[src/rtl/l2_sqrt.sv]
// Sequential restoring integer square root: one root bit per clock, valid/ready in and out.
// Optional build macro L2_SQRT_ROUND_EN rounds out_root to nearest (out_rem stays the floor remainder).
module l2_sqrt #(
  parameter int unsigned IN_W  = 20,
  parameter int unsigned OUT_W = IN_W / 2
) (
  input  logic               clk,
  input  logic               reset,
  input  logic               in_valid,
  input  logic [IN_W-1:0]    in_data,
  output logic               in_ready,
  output logic               out_valid,
  input  logic               out_ready,
  output logic [OUT_W-1:0]   out_root,
  output logic [OUT_W:0]     out_rem
);

  localparam int unsigned REM_W = OUT_W + 2;
  localparam int unsigned CNT_W = (OUT_W > 1) ? $clog2(OUT_W) : 1;

  localparam logic [1:0] IDLE = 2'd0;
  localparam logic [1:0] CALC = 2'd1;
  localparam logic [1:0] DONE = 2'd2;

  generate
    if ((IN_W % 2) != 0 || IN_W < 2 || OUT_W != IN_W / 2) begin : g_bad_width
      $error("l2_sqrt: IN_W must be even and >= 2, OUT_W must equal IN_W/2");
    end
  endgenerate

  logic [1:0]       state_q, state_nx;
  logic [IN_W-1:0]  x_q;
  logic [OUT_W-1:0] root_q;
  logic [REM_W-1:0] rem_q;
  logic [CNT_W-1:0] cnt_q;

  logic [1:0]       pair;
  logic [REM_W-1:0] rem_sh, sub, trial, rem_nx;
  logic             ge;
  logic [OUT_W-1:0] root_nx, root_out;

  assign in_ready = (state_q == IDLE);

  // One restoring iteration: bring down the next bit pair and try subtracting 4*root+1.
  always_comb begin
    pair    = x_q[IN_W-1 -: 2];
    rem_sh  = REM_W'({rem_q, pair});
    sub     = {root_q, 2'b01};
    trial   = rem_sh - sub;
    ge      = (rem_sh >= sub);
    rem_nx  = ge ? trial : rem_sh;
    root_nx = (root_q << 1) | OUT_W'(ge);
`ifdef L2_SQRT_ROUND_EN
    // Round up when rem > root; saturate at the all-ones root.
    if ((rem_nx > REM_W'(root_nx)) && !(&root_nx))
      root_out = root_nx + OUT_W'(1);
    else
      root_out = root_nx;
`else
    root_out = root_nx;
`endif
  end

  always_ff @(posedge clk) begin
    if (!reset) state_q <= IDLE;
    else        state_q <= state_nx;
  end

  always_comb begin
    state_nx = state_q;
    case (state_q)
      IDLE:    if (in_valid) state_nx = CALC;
      CALC:    if (cnt_q == '0) state_nx = DONE;
      DONE:    if (out_ready) state_nx = IDLE;
      default: state_nx = IDLE;
    endcase
  end

  // Datapath and registered outputs.
  always_ff @(posedge clk) begin
    if (!reset) begin
      x_q       <= '0;
      root_q    <= '0;
      rem_q     <= '0;
      cnt_q     <= '0;
      out_valid <= 1'b0;
      out_root  <= '0;
      out_rem   <= '0;
    end else begin
      case (state_q)
        IDLE: begin
          if (in_valid) begin
            x_q    <= in_data;
            root_q <= '0;
            rem_q  <= '0;
            cnt_q  <= CNT_W'(OUT_W - 1);
          end
        end
        CALC: begin
          x_q    <= x_q << 2;
          root_q <= root_nx;
          rem_q  <= rem_nx;
          if (cnt_q == '0) begin
            out_root  <= root_out;
            out_rem   <= rem_nx[OUT_W:0];
            out_valid <= 1'b1;
          end else begin
            cnt_q <= cnt_q - CNT_W'(1);
          end
        end
        DONE: begin
          if (out_ready) out_valid <= 1'b0;
        end
        default: ;
      endcase
    end
  end

endmodule

[config.mk]
export PLATFORM = sky130hd
export DESIGN_NAME = l2_sqrt
export DESIGN_NICKNAME = d
export VERILOG_FILES = /design/src/rtl/l2_sqrt.sv
export SDC_FILE = /design/constraint.sdc
export NUM_CORES = 1
export LEC_CHECK = 0
export BUFFER_PORTS_ARGS = -buffer_cell sky130_fd_sc_hd__buf_2
export CORE_MARGIN = 2
export CORE_UTILIZATION = 47
export DETAILED_ROUTE_END_ITERATION = 8
export GPL_ROUTABILITY_DRIVEN = 0
export PLACE_DENSITY = 0.65
export SKIP_LAST_GASP = 1
export SLEW_MARGIN = 20
export SYNTH_ARGS = -nofsm -noshare
export SYNTH_HDL_FRONTEND = slang
export SYNTH_SLANG_ARGS = --single-unit
[constraint.sdc]
create_clock -name clk -period 4.2 [get_ports clk]
set_input_delay 0.21 -clock clk [delete_from_list [all_inputs] [get_ports clk]]
set_output_delay 0.21 -clock clk [all_outputs]
set_load 0.01 [all_outputs]
* Yosys cells after proc, flatten, opt, wreduce, memory -nomap -nowiden *
Index checks and enable logic that the tools add are counted.

word-level totals
  register bits = 68
  latch bits = 0
  bits in writable memories = 0
  memory bits (read-only) = 0
  bits of input ports = 24
  output and inout port bits = 23
  word-level logic and storage cells = 44
  memories = 0

cells by class
  $add $sub $neg = 2
  multipliers = 0
  div/mod/pow operators = 0
  order comparisons = 1
  equal/unequal tests = 6
  shifts and indexed selects = 0
  muxes and demuxes = 17
  bitwise operators = 1
  reductions and logical operators = 9

operator list
  cell                   count
  $pmux W10 S2           2
  $pmux W20 S2           1
  $mux W10               2
  $mux W20               1
  $ge A12 B12 Y1         1
  $mux W11               1
  $sub A11 B11 Y11       1
  $or A10 B1 Y10         1
  $reduce_and A3 Y1      3
  $mux W4                2
  $ne A2 B2 Y1 const B   4
  $pmux W4 S2            1
  $mux W2                3
  $pmux W2 S3            1
  $logic_not A4 Y1       1
  $reduce_and A2 Y1      2
  $reduce_bool A2 Y1     2
  $sub A4 B1 Y4 const B  1
  $eq A2 B1 Y1 const B   1
  $eq A2 B2 Y1 const B   1
  $logic_not A2 Y1       1
  $mux W1                2
  $pmux W1 S2            1

* Longest topological paths before layout *
Gate-level depths: netlist of the first run.

  depth after elaboration = 3
  depth in mapped cells = 11

* Least setup slack after synthesis of the first run *
No wires, ideal clock.

  path type = reg2reg
  start = register root_q[0]
  end = register root_q[0]
  arrival = 1.899 ns
  slack = 2.173 ns
  cell stages (with the launch flop) = 11
  cell sequence = dfxtp_1 -> inv_1 -> ha_1 -> nor2b_4 -> o31a_1 -> o211ai_2 -> nand3_1 -> buf_6 -> buf_6 -> a22oi_1 -> nor2_1

on the way
  cells in the longest elaborated chain, start to end = 3

ends and longest elaborated chain
  what                    RTL line  text
  from (decl)             33        logic [OUT_W-1:0] root_q;
  from (signal assigned)  101       root_q <= root_nx;
  $ge A12 B12 Y1          50        ge = (rem_sh >= sub);
  $or A10 B1 Y10          52        root_nx = (root_q << 1) | OUT_W'(ge);
  $pmux W10 S2            90        case (state_q)

Every way passes these cells.
A chain may end at the register's enable or synchronous reset.

* Worst setup path after layout of the first run *
  start = register root_q[0]
  end = register out_rem[7]

on the way
  cells in the longest elaborated chain, start to end = 2
  elaborated cells on any way between the ends = 3

ends and longest elaborated chain
  what                                                RTL line  text
  $sub A11 B11 Y11 or $ge A12 B12 Y1 (tied branches)  49, 50
  $mux W11 (*)                                        51        rem_nx = ge ? trial : rem_sh;
  to (signal assigned)                                105       out_rem <= rem_nx[OUT_W:0];
  to (decl)                                           15        output logic [OUT_W:0] out_rem

Mark *: on every way between the ends. The rest lies on a longest branch, timed or not.

==> impl_metrics.env, run 1 <==
export IMPL_vias=2940
export IMPL_yosys_cell_count_top_type="dfxtp_1"
export IMPL_drv_slew=0
export IMPL_skew_ns=0.01200
export IMPL_switchingPower_mw=1.251
export IMPL_synthTopCellsByCount="dfxtp_1, nor2_1, a21oi_1"
export IMPL_final_hold_viol_count=0
export IMPL_cts_hold_buffers=0
export IMPL_die_area_um2=7899
export IMPL_yosys_warnings=0
export IMPL_h_tree_depth=3
export IMPL_p_leak_nw=1.636
export IMPL_synth_top_area_cell="dfxtp_1"
export IMPL_hold_end="x_q[1]"
export IMPL_cts_path_max_buffers=2
export IMPL_ys_seq_area_frac=0.4021
export IMPL_min_period_over_period=0.6719
export IMPL_timing_hold_ws_ns=0.1022
export IMPL_io_buffers=46
export IMPL_die_x_um=88.88
export IMPL_postPlaceCellArea_um2=3651
export IMPL_synthFlopType="dfxtp_1"
export IMPL_n_antenna_cell=0
export IMPL_synth_edf_count=0
export IMPL_critPathKind="reg2reg"
export IMPL_rsz0062_at_grt="no"
export IMPL_fmax_ghz=0.3544
export IMPL_status="complete, no violations"
export IMPL_io_pins=47
export IMPL_yosys_top_cells_area="dfxtp_1, a21oi_1, o221a_2"
export IMPL_drt_iter0_drc=190
export IMPL_postCtsSetupBuffers=0
export IMPL_setup_worst_path_start_class="register"
export IMPL_first_pass_iters=4
export IMPL_synth_cell_types=48
export IMPL_final_util=0.5648
export IMPL_dpl_cell_count=523
export IMPL_crit_path_top_delay_cell="nand3_1"
export IMPL_fillerInstances=653
export IMPL_cp_cell_sequence="inv_1, ha_1, nor2b_4, o31a_1, o211ai_2, nand3_1, mux2i_1, a211oi_1"
export IMPL_cp_max_fo=18
export IMPL_pwr_share_seq=0.281
export IMPL_required_ns=4.38
export IMPL_async_reset_ff_frac=0
export IMPL_final_cells=539
export IMPL_final_area_um2=3880
export IMPL_p_sw_frac=0.4104
export IMPL_r2r_slack_ns=1.38
export IMPL_netlist_instances=404
export IMPL_drive_gt1_frac=0.2167
export IMPL_critPathBufInv=1
export IMPL_setup_viol=0
export IMPL_num_rows=30
export IMPL_grt_pass1_vias=2584
export IMPL_cts_resized=0
export IMPL_tightest_slew_ns=0.9444
export IMPL_p_int_mw=1.796
export IMPL_cts_num_sinks=68
export IMPL_track_usage=0.2071
export IMPL_insertion_delay_ns=0.35
export IMPL_cpPeakStageDelay_ns=0.68
export IMPL_initial_core_util=0.4929
export IMPL_cts_tree="built"
export IMPL_rr_worst_depth=8
export IMPL_numCtsBuffers=9
export IMPL_holdPathStages=3
export IMPL_synth_seq_cells=68
export IMPL_area_growth_pct=14.60
export IMPL_r2r_start="root_q[0]"
export IMPL_synthesis_nets=442
export IMPL_clockPowerShare=0.200
export IMPL_drc_errors=0
export IMPL_worstSetupEndpointType="register"
export IMPL_tns_ns=0
export IMPL_synth_top_area_frac=0.4021
export IMPL_min_period_ns=2.822
export IMPL_maxSlewHeadroom=0.3686
export IMPL_grt_max_degree=44
export IMPL_fp_dieH_um=88.88
export IMPL_arrival_ns=3.00
export IMPL_reg2reg_to="out_rem[7]"
export IMPL_ir_drop_v=0.0004277
export IMPL_clk_pin_slew_ns=0.09
export IMPL_nNetsFinal=476
export IMPL_power_density_nw_per_um2=785.3
export IMPL_max_cap_viol_count=0
export IMPL_combPwrFrac=0.520
export IMPL_hpwl_mm=5.404
export IMPL_drt_wl_total_mm=7.837
export IMPL_grt_pass1_wl_mm=12.56
export IMPL_vias_per_cell=5.455
export IMPL_antenna_found_initial=0
export IMPL_avgRoutedWirePerCell_um=14.54
export IMPL_netlist_area_um2=3386
export IMPL_cpLargestDelayFamily="simple AND/OR/NAND/NOR gates"
export IMPL_worstHoldStart="in_data[1]"
export IMPL_clockRootBuffer="clkbuf_8"
export IMPL_gr_total_overflow=0
export IMPL_syn_avg_cell_area_um2=8.381
export IMPL_ant_nets=0
export IMPL_hold_path_class="in2reg"
export IMPL_core_um2=6869
kinds of logic after synthesis:
family          synth area share
compound gates            0.2446
xor+xnor                 0.02587
fa+ha+maj                0.05174
buf+inv                  0.05358
flops                     0.4021
mux                      0.02365
simple gates              0.1984
tightest hold or removal path: cells and delay by family:
family | cells | cell delay, ns
and+or+nand+nor | 1 | 0.07
buffers and inverters | 1 | 0.08
AOI/OAI and AO/OA | 1 | 0.06
flip-flops by register name, indices dropped and copies added, names as in the netlist:
register   cells
x_q           20
root_q        10
cnt_q          4
rem_q         10
state_q        2
out_valid      1
out_rem       11
out_root      10
worst max path at each step:
stage | from | to | slack (ns) | cells past startpoint
floorplan | root_q[0] | root_q[0] | 2.17 | 10
CTS | root_q[0] | out_rem[7] | 1.38 | 8
detailed placement | root_q[0] | out_rem[6] | 1.38 | 8
finish | root_q[0] | out_rem[7] | 1.38 | 8
global placement | root_q[0] | out_rem[7] | 1.46 | 8
global route | root_q[0] | out_rem[7] | 1.17 | 8
power by group through the flow:
stage	logic (mW)	registers, mW	clock network [mW]
after floorplan	1.29	0.838	0
after global placement	1.54	0.861	0
after detailed placement	1.58	0.867	0
after CTS	1.60	0.854	0.624
after global routing	1.67	0.861	0.655
final	1.58	0.855	0.608
per-layer routing:
metal,up-vias,wire (um),track usage,part of all wire
li1,1488,-,-,-
met1,1359,3924,0.3063,0.50
met2,79,3327,0.2910,0.42
met3,14,385,0.03078,0.049
met4,0,200,0.1033,0.026
met5,-,0,0,0
cell type report:
| class | count | area, um^2 | share of cell area |
|---|---|---|---|
| clock buffer | 10 | 137.6 | 0.03547 |
| inverter | 17 | 63.81 | 0.01645 |
| timing repair buffer | 50 | 260.3 | 0.06708 |
| tap | 96 | 120.1 | 0.03096 |
| sequential | 68 | 1361 | 0.3509 |
| multi-input combinational | 292 | 1851 | 0.4769 |
| clock inverter | 6 | 86.33 | 0.02225 |
per-stage QoR:
stage / setup WS [ns] / total power, mW
after floorplan: 2.173 / 2.124
after global placement: 1.462 / 2.398
after detailed placement: 1.383 / 2.451
after CTS: 1.381 / 3.075
after global routing: 1.173 / 3.188
final: 1.378 / 3.047
cells in the final DEF (no fill, tap or decap), drive strengths merged, types with 2 or more instances in the layout:
cell    count
clkbuf     10
o221a      18
a22oi      12
bufinv      2
o211ai      4
and3        2
nand2b      2
nor3        5
o21ai      18
mux2i       8
nand3      10
nor2       50
nand4       3
a31oi       2
a211oi      4
buf        50
a21o        4
nor2b      21
nand2      41
a21oi      44
inv        18
and2        2
clkinv      2
xor2        5
ha         14
xnor2       5
or2         2
dfxtp      68
Note: power is estimated with default switching activity, not from simulation.
==> inputs of run 2 (changes only) <==
Settings changed: PLACE_DENSITY 0.65 to 0.68.
Clock period 4.2 ns to 2.35 ns, I/O delays scaled along.
==> impl_metrics.env, run 2 (synthesis gave the netlist of run 1 again) <==
export IMPL_crit_path_top_delay_cell="dfxtp_2"
export IMPL_drt_wl_total_mm=7.966
export IMPL_status="complete, no violations"
export IMPL_critPathKind="reg2reg"
export IMPL_layout_commonest_cell="dfxtp_1"
export IMPL_rsz0062_at_grt="no"
export IMPL_cts_path_max_buffers=2
export IMPL_multi_input_area_um2=1846
export IMPL_p_sw_frac=0.4195
export IMPL_area_growth_pct=14.86
export IMPL_pre_cts_ws_ns=0.1287
export IMPL_n_antenna_cell=0
export IMPL_cp_max_fo=13
export IMPL_setup_viol=0
export IMPL_required_ns=2.58
export IMPL_worstSetupEndpointType="register"
export IMPL_power_density_nw_per_um2=1325
export IMPL_fin_ws_ns=0.1580
export IMPL_insertion_delay_ns=0.34
export IMPL_avgRoutedWirePerCell_um=14.51
export IMPL_first_pass_iters=5
export IMPL_final_cells=549
export IMPL_num_rows=30
export IMPL_rr_worst_depth=9
export IMPL_io_buffers=46
export IMPL_p_int_mw=2.991
export IMPL_io_pins=47
export IMPL_skew_ns=0.008153
export IMPL_switchingPower_mw=2.161
export IMPL_hold_path_class="in2reg"
export IMPL_vias=3020
export IMPL_regMostFlops="x_q"
export IMPL_largest_registers="x_q x20, out_rem x11"
export IMPL_tns_ns=0
export IMPL_cts_num_sinks=68
export IMPL_arrival_ns=2.42
export IMPL_pwr_share_seq=0.289
export IMPL_nNetsFinal=486
export IMPL_combPwrFrac=0.549
export IMPL_r2r_start="root_q[0]"
export IMPL_fp_dieH_um=88.88
export IMPL_maxSlewHeadroom=0.4794
export IMPL_final_area_um2=3889
export IMPL_setup_worst_path_start_class="register"
export IMPL_cts_tree="built"
export IMPL_min_period_ns=2.192
export IMPL_tightest_slew_ns=0.7781
export IMPL_hpwl_mm=5.515
export IMPL_clockPowerShare=0.161
export IMPL_totalPowerFinal_mw=5.153
export IMPL_min_period_over_period=0.9328
export IMPL_postCtsSetupBuffers=0
export IMPL_antenna_found_initial=0
export IMPL_track_usage=0.2163
export IMPL_holdPathStages=3
export IMPL_h_tree_depth=3
export IMPL_layout_common_cells="dfxtp_1, nor2_1, buf_2"
export IMPL_critPathBufInv=2
export IMPL_initial_core_util=0.4929
export IMPL_cpPeakStageDelay_ns=0.35
export IMPL_grt_pass1_wl_mm=13.36
export IMPL_vias_per_cell=5.501
export IMPL_core_um2=6869
export IMPL_die_area_um2=7899
export IMPL_fmax_ghz=0.4562
export IMPL_largest_register_ffs=20
export IMPL_clockRootBuffer="clkbuf_8"
export IMPL_p_leak_nw=1.660
export IMPL_grt_max_degree=32
export IMPL_drt_iter0_drc=153
export IMPL_r2r_slack_ns=0.16
export IMPL_dpl_cell_count=533
export IMPL_final_hold_viol_count=0
export IMPL_clk_pin_slew_ns=0.08
export IMPL_grt_pass1_vias=2778
export IMPL_seqCellArea_um2=1364
export IMPL_die_x_um=88.88
export IMPL_hold_end="x_q[1]"
export IMPL_ir_drop_v=0.0007786
export IMPL_cts_hold_buffers=0
export IMPL_drc_errors=0
export IMPL_ant_nets=0
export IMPL_drv_slew=0
export IMPL_postPlaceCellArea_um2=3726
export IMPL_drive_gt1_frac=0.2340
export IMPL_timing_hold_ws_ns=0.02023
export IMPL_fillerInstances=664
export IMPL_worstHoldStart="in_data[1]"
export IMPL_numCtsBuffers=9
export IMPL_reg2reg_to="rem_q[1]"
export IMPL_gr_total_overflow=0
export IMPL_final_util=0.5661
export IMPL_cpLargestDelayFamily="compound AO/OA/AOI/OAI gates"
export IMPL_cp_cell_sequence="inv_1, ha_1, nor2b_4, o31a_1, o211ai_2, nand3_1, buf_4, mux2i_1, a32o_1"
export IMPL_max_cap_viol_count=0
==> run 2: cell types whose count changed in the layout (fill, tap and decap cells not counted), sizes merged <==
| cell | delta |
|---|---|
| bufinv | -2 |
| buf | +10 |
| clkbuf | +1 |
| clkinv | +3 |
| inv | -1 |
| clkinvlp | -1 |
==> run 2: final cells by class <==
class | count | area share
tap | 96 | 0.03089
clock buffer | 11 | 0.03378
clock inverter | 5 | 0.007400
multi-input combinational | 292 | 0.4746
inverter | 17 | 0.01641
timing repair buffer | 60 | 0.08623
sequential | 68 | 0.3507
==> run 2: worst max path at each step <==
stage	endpoint	slack, ns	depth (start not counted)	start
final	rem_q[1]	0.16	9	root_q[0]
after global placement	rem_q[1]	0.22	9	root_q[0]
after CTS	rem_q[1]	0.13	9	root_q[0]
after floorplan	root_q[0]	0.32	10	root_q[0]
after global routing	rem_q[1]	0.04	9	root_q[1]
after detailed placement	rem_q[1]	0.13	9	root_q[0]
==> run 2: power by group through the flow <==
stage / Sequential (mW) / Combinational (mW) / Clock [mW]
2_1_floorplan: 1.50 / 2.30 / 0
3_3_place_gp: 1.51 / 2.77 / 0
3_5_place_dp: 1.51 / 2.83 / 0
4_1_cts: 1.49 / 2.83 / 0.849
5_1_grt: 1.51 / 3.13 / 0.909
6_report: 1.49 / 2.83 / 0.832
==> run 2: worst reg2reg max path, delay by kind of cell (launching register included) <==
family | cells | cell delay, ns
adder cells (fa/ha/maj) | 1 | 0.34
flip-flops | 1 | 0.35
buffers and inverters | 2 | 0.26
AO/OA/AOI/OAI | 3 | 0.74
AND/OR/NAND/NOR | 2 | 0.26
multiplexers | 1 | 0.13
==> run 2: routing by layer <==
| layer | routed length (um) | vias up | track usage | part of all wire |
|---|---|---|---|---|
| li1 | - | 1514 | - | - |
| met1 | 3954 | 1428 | 0.3109 | 0.50 |
| met2 | 3549 | 70 | 0.3195 | 0.45 |
| met3 | 383 | 8 | 0.05784 | 0.048 |
| met4 | 78 | 0 | 0.06061 | 0.0098 |
| met5 | 0 | - | 0 | 0 |
==> run 2: repair_timing <==
item,CTS,global route
resized for setup,0,2
endpoints found under the hold margin,0,0
endpoints found under the setup margin,0,1
==> inputs of run 3 (changes only) <==
Settings changed: ABC_AREA set to 1.
==> impl_metrics.env, run 3 <==
export IMPL_status="complete, no violations"
export IMPL_yosys_warnings=0
export IMPL_fin_ws_ns=0.2867
export IMPL_clk_pin_slew_ns=0.08
export IMPL_cp_max_fo=18
export IMPL_synthTopCellsByCount="nand2_1, dfxtp_1, nor2_1"
export IMPL_netlist_area_um2=3518
export IMPL_final_hold_viol_count=0
export IMPL_ant_nets=0
export IMPL_worstSetupEndpointType="register"
export IMPL_worstHoldStart="reset"
export IMPL_grt_pass1_vias=2960
export IMPL_cpPeakStageDelay_ns=0.36
export IMPL_critPathKind="reg2reg"
export IMPL_die_area_um2=8194
export IMPL_setup_worst_path_start_class="register"
export IMPL_synthFlopType="dfxtp_1"
export IMPL_io_buffers=46
export IMPL_die_x_um=90.52
export IMPL_yosys_cell_count_top_type="nand2_1"
export IMPL_largest_register_ffs=20
export IMPL_vias=3174
export IMPL_avgRoutedWirePerCell_um=12.06
export IMPL_cts_resized=0
export IMPL_netlist_instances=505
export IMPL_final_area_um2=4024
export IMPL_crit_path_top_delay_cell="dfxtp_1"
export IMPL_insertion_delay_ns=0.35
export IMPL_layout_common_cells="nand2_1, dfxtp_1, nor2_1, a21oi_1, inv_1"
export IMPL_io_pins=47
export IMPL_async_reset_ff_frac=0
export IMPL_p_leak_nw=1.892
export IMPL_tightest_slew_ns=0.7249
export IMPL_initial_core_util=0.4851
export IMPL_min_period_over_period=0.8780
export IMPL_hold_path_class="in2reg"
export IMPL_maxSlewHeadroom=0.5160
export IMPL_hpwl_mm=5.546
export IMPL_area_growth_pct=14.37
export IMPL_setup_viol=0
export IMPL_drv_slew=0
export IMPL_num_rows=31
export IMPL_max_cap_viol_count=0
export IMPL_ys_seq_area_frac=0.3869
export IMPL_synth_seq_cells=68
export IMPL_synth_top_area_cell="dfxtp_1"
export IMPL_numCtsBuffers=9
export IMPL_largest_registers="x_q x20, out_rem x11"
export IMPL_layout_commonest_cell="nand2_1"
export IMPL_yosys_top_cells_area="dfxtp_1, nand2_1, a21oi_1"
export IMPL_power_density_nw_per_um2=1561
export IMPL_pre_cts_ws_ns=0.2836
export IMPL_final_util=0.5548
export IMPL_vias_per_cell=4.891
export IMPL_cp_cell_sequence="inv_1, ha_1, nand2_1, nand2_1, inv_1, nand3_4, nand2_4, nand3_4, o21ai_0, inv_1, nand2_1, a21oi_1"
export IMPL_cts_num_sinks=68
export IMPL_gr_total_overflow=0
export IMPL_synth_edf_count=0
export IMPL_required_ns=2.55
export IMPL_synth_cell_types=33
export IMPL_grt_max_degree=43
export IMPL_nNetsFinal=583
export IMPL_drt_iter0_drc=143
export IMPL_first_pass_iters=4
export IMPL_arrival_ns=2.27
export IMPL_fp_dieH_um=90.52
export IMPL_antenna_found_initial=0
export IMPL_syn_avg_cell_area_um2=6.967
export IMPL_synthesis_nets=543
export IMPL_clockRootBuffer="clkbuf_8"
export IMPL_cts_hold_buffers=0
export IMPL_setup_worst_path_start="root_q[1]"
export IMPL_synth_top_area_frac=0.3869
export IMPL_cts_tree="built"
export IMPL_core_um2=7253
export IMPL_h_tree_depth=3
export IMPL_r2r_start="root_q[1]"
export IMPL_final_cells=649
export IMPL_fmax_ghz=0.4847
export IMPL_drive_gt1_frac=0.1873
export IMPL_track_usage=0.2007
export IMPL_skew_ns=0.01006
export IMPL_rsz0062_at_grt="no"
export IMPL_postCtsSetupBuffers=0
export IMPL_ir_drop_v=0.001067
export IMPL_n_antenna_cell=0
export IMPL_grt_pass1_wl_mm=13.55
export IMPL_min_period_ns=2.063
export IMPL_cts_path_max_buffers=2
export IMPL_regMostFlops="x_q"
export IMPL_dpl_cell_count=633
export IMPL_drc_errors=0
export IMPL_drt_wl_total_mm=7.825
export IMPL_postPlaceCellArea_um2=3846
export IMPL_tns_ns=0
==> run 3: cell types whose count changed in the layout (fill, tap and decap cells not counted), sizes merged, moves of 5 or more <==
cell	delta
buf	-6
nand4	+5
nor2b	-21
nor2	+18
nand3	+5
mux2i	-8
nor3	-5
o221a	-18
inv	+36
a21oi	+24
nand2	+102
a22oi	-12
a211oi	+5
==> run 3: where the power goes <==
part           switching (mW)  leakage [nW]  internal (mW)
Clock                   0.465        0.0920          0.409
Sequential              0.154         0.555           1.35
Combinational            2.51          1.25           1.39
Total                    3.13          1.89           3.15
==> run 3: layer usage <==
metal	vias up	global-route usage	part of all wire
met2	66	0.3346	0.47
li1	1690	-	-
met4	0	0.05000	0.011
met5	-	0	0
met1	1410	0.2608	0.48
met3	8	0.04925	0.039
==> run 3: critical path: cells and delay by family (launching register included) <==
family                   cells  cell delay [ns]
adder cells (fa/ha/maj)      1             0.36
buffers and inverters        3             0.23
flip-flops                   1             0.36
AND/OR/NAND/NOR              6             0.66
AO/OA/AOI/OAI                2             0.30
==> run 3: final timing paths <==
check,end,slack [ns],cells after the start
max reg2reg,out_rem[10],0.29,12
min reg2reg,root_q[9],0.47,2
min,cnt_q[0],0.03,3
max,out_rem[10],0.29,12
==> run 3: stage by stage <==
| step | hold WS [ns] | total power, mW |
|---|---|---|
| global route | 0.03088 | 6.904 |
| detailed placement | 0.3836 | 5.444 |
| finish | 0.02630 | 6.279 |
| global placement | 0.3781 | 5.362 |
| floorplan | 0.2559 | 4.897 |
| CTS | 0.01254 | 6.323 |
==> run 3: layout make-up <==
class / instances / area (um^2)
Tap cell: 99 / 123.9
Fill cell: 749 / 3229
Clock inverter: 6 / 40.04
Inverter: 53 / 198.9
Timing Repair Buffer: 54 / 322.8
Multi-Input combinational cell: 359 / 1839
Sequential cell: 68 / 1361
Clock buffer: 10 / 137.6
==> run 3: kinds of logic (layout without fill, tap and decap cells) <==
kind of cell,after synthesis,count (layout),share of synthesized area
flops,68,68,0.3869
compound gates,98,98,0.1590
xor+xnor,5,5,0.01245
fa+ha+maj,14,14,0.04979
simple gates,242,242,0.2987
buf+inv,78,123,0.09317
